<file path="config.mk">
export PLATFORM = sky130hd
export DESIGN_NAME = bin_to_gray_counter
export DESIGN_NICKNAME = d
export VERILOG_FILES = /design/src/rtl/bin_to_gray_counter.sv
export SDC_FILE = /design/constraint.sdc
export NUM_CORES = 1
export LEC_CHECK = 0
export CAP_MARGIN = 15
export CORE_MARGIN = 1
export CORE_UTILIZATION = 30
export DETAILED_ROUTE_END_ITERATION = 12
export SLEW_MARGIN = 20
export SYNTH_ARGS = -nofsm -noshare
export SYNTH_HDL_FRONTEND = slang
export SYNTH_SLANG_ARGS = --single-unit
</file>
<file path="constraint.sdc">
create_clock -name clk -period 5.4 [get_ports clk]
set_input_delay 1.08 -clock clk [delete_from_list [all_inputs] [get_ports clk]]
set_output_delay 1.08 -clock clk [all_outputs]
set_load 0.005 [all_outputs]
</file>
<file path="src/rtl/bin_to_gray_counter.sv">
// Up/down binary counter with parallel load, a registered Gray-code view of the
// same count, and a one-cycle wrap pulse. Every output comes straight from a flop.
module bin_to_gray_counter #(
  parameter int WIDTH = 4
) (
  input  logic             clk,
  input  logic             rst,
  input  logic             en,
  input  logic             up,
  input  logic             load,
  input  logic [WIDTH-1:0] binIn,
  output logic [WIDTH-1:0] binOut,
  output logic [WIDTH-1:0] grayOut,
  output logic             wrap,
  output logic             valid
);

  logic [WIDTH-1:0] nextBin;
  logic [WIDTH-1:0] nextGray;
  logic             nextWrap;

  // Priority below reset: load, then count, then hold.
  always_comb begin
    // NOTE: defaults first so every path assigns every signal and no latch is inferred.
    nextBin  = binOut;
    nextWrap = 1'b0;
    if (load) begin
      nextBin = binIn;
    end else if (en) begin
      if (up) begin
        nextBin  = binOut + 1'b1;
        nextWrap = &binOut;
      end else begin
        nextBin  = binOut - 1'b1;
        nextWrap = ~|binOut;
      end
    end
  end

  // Gray is derived from the next count so both views change on the same edge.
  assign nextGray = nextBin ^ (nextBin >> 1);

  always_ff @(posedge clk) begin
    // NOTE: non-blocking assignments so every flop samples pre-edge values.
    if (rst) begin
      binOut  <= '0;
      grayOut <= '0;
      wrap    <= 1'b0;
      valid   <= 1'b0;
    end else begin
      binOut  <= nextBin;
      grayOut <= nextGray;
      wrap    <= nextWrap;
      valid   <= 1'b1;
    end
  end

endmodule

</file>
---- Yosys cells after proc, flatten, opt, wreduce, memory -nomap -nowiden ----
Cells that the tools add are included.
storage, ports and cells
  input bits .............................. 9
  word-level logic and storage cells ...... 17
  register bits after elaboration ......... 10
  output and inout port bits .............. 10
cells by class
  mux-type cells .......................... 5
  bitwise gates (word level) .............. 2
  reductions and logical operators ........ 4
  add/sub/neg operators ................... 2
operators by type and width
  cell                 number
  $mux 4               3
  $add 4x1->4 const B  1
  $reduce_and 4->1     1
  $reduce_or 4->1      1
  $sub 4x1->4 const B  1
  $xor 4x3->4          1
  $reduce_or 3->1      1
  $mux 1               2
  $logic_not 1->1      1
  $not 1->1            1

---- Logic depth before layout (Yosys ltp) ----
  depth in word-level cells ............... 5
  depth in mapped cells ................... 6
  depth with buffers taken out ............ 6

---- Least setup slack after synthesis ----
OpenSTA, ideal clock, no wires.
  kind .................................... input port to flip-flop
  start ................................... input port up
  end ..................................... register grayOut[2]
  buffers on the path ..................... 0
  required time ........................... 5.279 ns
  arrival ................................. 2.385 ns
  library setup time ...................... 0.121 ns
  setup slack ............................. 2.893 ns
  cell stages on the path ................. 6
  path through ............................ inv_1 -> fa_1 -> xnor2_1 -> a211oi_1 -> nor3_1 -> mux2_4
between the ends
  longest elaborated chain between the ends .. 4
ends and longest elaborated chain
  item                    line  source
  start: declaration      9     input logic up,
  $mux 4                  30    if (up) begin
  $mux 4                  29    end else if (en) begin
  $mux 4                  27    if (load) begin
  $xor 4x3->4             41    assign nextGray = nextBin ^ (nextBin >> 1);
  end signal: assignment  52    grayOut <= nextGray;
  end: declaration        13    output logic [WIDTH-1:0] grayOut,
Every way passes these cells.
A chain may end at the register's enable or synchronous reset.

---- Final worst setup path ----
Ends and elaborated chain as after synthesis.

==> results.json <==
{
  "status": "finished with violations",
  "violations": "DRC",
  "antenna_left": 0,
  "areaGrowthSynthToFinish_pct": 39.7,
  "synth_nets": 66,
  "die_width_um": 43.4,
  "grtUsageTotal_pct": 12.7,
  "critical_path_required_ns": 5.55,
  "initial_core_util_pct": 33.0,
  "cap_violations": 0,
  "final_core_util_pct": 46.1,
  "min_from": "binOut[2]",
  "cts_root_buf": "clkbuf_4",
  "layout_commonest_cell": "clkdlybuf4s50_1",
  "period_share_pct": 54.3,
  "worst_setup_path_end_kind": "register",
  "antenna_found_initial": 0,
  "clk_pin_slew_ns": 0.06,
  "critical_path_class": "in -> reg",
  "rr_startpoint": "binOut[0]",
  "cp-start-kind": "input port",
  "clock_latency_ns": 0.26,
  "place_ws_ns": 2.19,
  "cts_buffers": 3,
  "first_global_vias": 369,
  "grt_max_degree": 12,
  "gp_congestion": 0.780,
  "fmax_ghz": 0.341,
  "grt-ovfl-total": 0,
  "grt_pass1_wl_um": 1730,
  "die-area_um2": 1880,
  "fin_cells": 88,
  "rr_endpoint": "grayOut[1]",
  "via_per_inst": 5.15,
  "relSlewSlack_pct": 73.5,
  "cts_tree": "yes",
  "hold_class": "reg -> reg",
  "p_int_uw": 133,
  "synthCells": 54,
  "netSwitchingFraction_pct": 27.0,
  "setup_viol": 0,
  "fin_ws_ns": 2.47,
  "worstPathArrival_ns": 3.08,
  "synth-seq-cells": 9,
  "holdBufCountCts": 0,
  "cts_resized": 0,
  "yosysUniqueCellTypes": 33,
  "rsz0062_at_grt": "false",
  "min_period_ns": 2.93,
  "power.ir.vdd_worst_mv": 0.126,
  "synthTopCellsByArea": "dfxtp_1 (35%), ha_1 (4.9%), nor2_1 (4.4%)",
  "multiInputGateArea_um2": 304,
  "dp_cells": 84,
  "htreeDepth": 1,
  "reg2reg_depth": 5,
  "post-cts-setup-buffers": 0,
  "wl_per_cell_um": 11.8,
  "rows": 14,
  "drt_iter0_drc": 9,
  "p_per_area_nw_per_um2": 253,
  "fill_cells": 153,
  "routed_wl_um": 1040,
  "final_net_count": 85,
  "cp_max_fo": 5,
  "drcViolationCount": 2,
  "syn_avg_cell_area_um2": 9.52,
  "whs_path_depth": 4,
  "fin_skew_ns": 0.000561,
  "numPortBuffers": 18,
  "power_frac_seq_pct": 43.1,
  "vias": 453,
  "cts.path.max_buffers": 2,
  "tns_ns": 0,
  "tightest_slew_ns": 0.387,
  "drive_gt1_share_pct": 8.33,
  "r2r_slack_ns": 3.52,
  "slew_violations": 0,
  "clkPwrFrac_pct": 28.1,
  "hold_viol": 0,
  "dp_hpwl_um": 776,
  "switchingPower_uw": 49.1,
  "placeableCoreArea_um2": 1560,
  "yosysWarnings": 0,
  "pin_count": 19,
  "yosysTopAreaCell": "dfxtp_1",
  "synth-seq-area-share_pct": 35.0,
  "synth.top_cell.area_share_pct": 35.0,
  "combinationalPowerShare_pct": 28.8,
  "synth_area_um2": 514,
  "power_uw": 182,
  "drt_pass1_iterations": 8,
  "p_leak_nw": 0.290,
  "cts.sinks": 9,
  "final_cell_mix": "clkdlybuf4s50_1 (18), dfxtp_1 (9), nor2_1 (6)",
  "n_antenna_cell": 0,
  "ff_latch_area_um2": 180,
  "worstHoldEndpoint": "wrap",
  "die_height_um": 43.4
}
## flip-flops by register name, summed over array words and instances, names as in the netlist
name and count:
valid 1, wrap 1, binOut 4, grayOut 3
## through the flow
step                instance area (µm²)  hold WS, ns
floorplan                           514        0.638
global route                        718        0.728
finish                              718        0.678
global placement                    692        0.695
detailed placement                  692        0.678
CTS                                 718        0.682
## layer usage
layer / wire (µm) / global-route usage [%] / vias to the layer above
li1: - / - / 231
met1: 489 / 16.7 / 202
met2: 448 / 17.0 / 20
met3: 100 / 7.92 / 0
met4: 0 / 4.38 / 0
met5: 0 / 0 / -
## synth_stat cells
| cell type | n |
|---|---|
| nor4bb_1 | 1 |
| buf_4 | 2 |
| xor2_1 | 1 |
| and2_1 | 1 |
| inv_1 | 2 |
| nor2_1 | 6 |
| a31oi_1 | 1 |
| nand3b_1 | 1 |
| mux2i_1 | 2 |
| dfxtp_1 | 9 |
| o21a_1 | 1 |
| mux2_2 | 1 |
| nand4_1 | 1 |
| nor3b_1 | 1 |
| a211oi_1 | 1 |
| mux2_4 | 1 |
| nor4b_1 | 1 |
| clkbuf_1 | 2 |
| nand3_2 | 1 |
| or3_1 | 1 |
| ha_1 | 2 |
| or4b_1 | 1 |
| o2bb2ai_1 | 1 |
| a21o_1 | 1 |
| nor4_1 | 1 |
| xnor2_1 | 2 |
| o21ai_0 | 1 |
| a21oi_1 | 3 |
| fa_1 | 1 |
| nand3_1 | 1 |
| a221o_1 | 1 |
| nor3_1 | 1 |
| a22oi_1 | 1 |
## cell families after synthesis
logic type                 after synthesis  synth area share, %
buffers and inverters                    6                 5.84
muxes                                    4                 9.00
DFF                                      9                 35.0
adders and majority gates                3                 8.76
AOI/OAI and AO/OA                       11                 14.6
and+or+nand+nor                         18                 21.7
xor gates and xnor gates                 3                 5.11
## worst max path at each step
stage	startpoint	to	slack [ns]	depth (start not counted)
floorplan	up	grayOut[2]	2.89	6
finish	up	grayOut[2]	2.47	7
global placement	up	grayOut[1]	2.21	7
detailed placement	up	grayOut[1]	2.19	7
CTS	up	grayOut[2]	2.47	7
global route	up	grayOut[2]	2.32	7
## final cells by class
cell class              instances  share of cell area (%)
multi-input cells              39                    42.3
flip-flops and latches          9                    25.1
repair buffers                 18                    25.1
clock buffers                   4                    3.66
well taps                      16                    2.79
inverters                       2                    1.05
## worst max-delay path, stage by stage
cell             delay, ns
clkdlybuf4s50_1       0.53
inv_1                 0.13
fa_1                  0.46
xnor2_1               0.14
a211oi_1              0.39
nor3_1                0.09
mux2_4                0.26
## power by group through the flow
stage,combinational (mW),clock (mW),sequential (mW)
global route,0.0571,0.0576,0.0795
floorplan,0.0288,0,0.0799
finish,0.0524,0.0512,0.0784
CTS,0.0524,0.0527,0.0786
global placement,0.0520,0,0.0799
detailed placement,0.0523,0,0.0800
(Power assumes the default switching activity.)
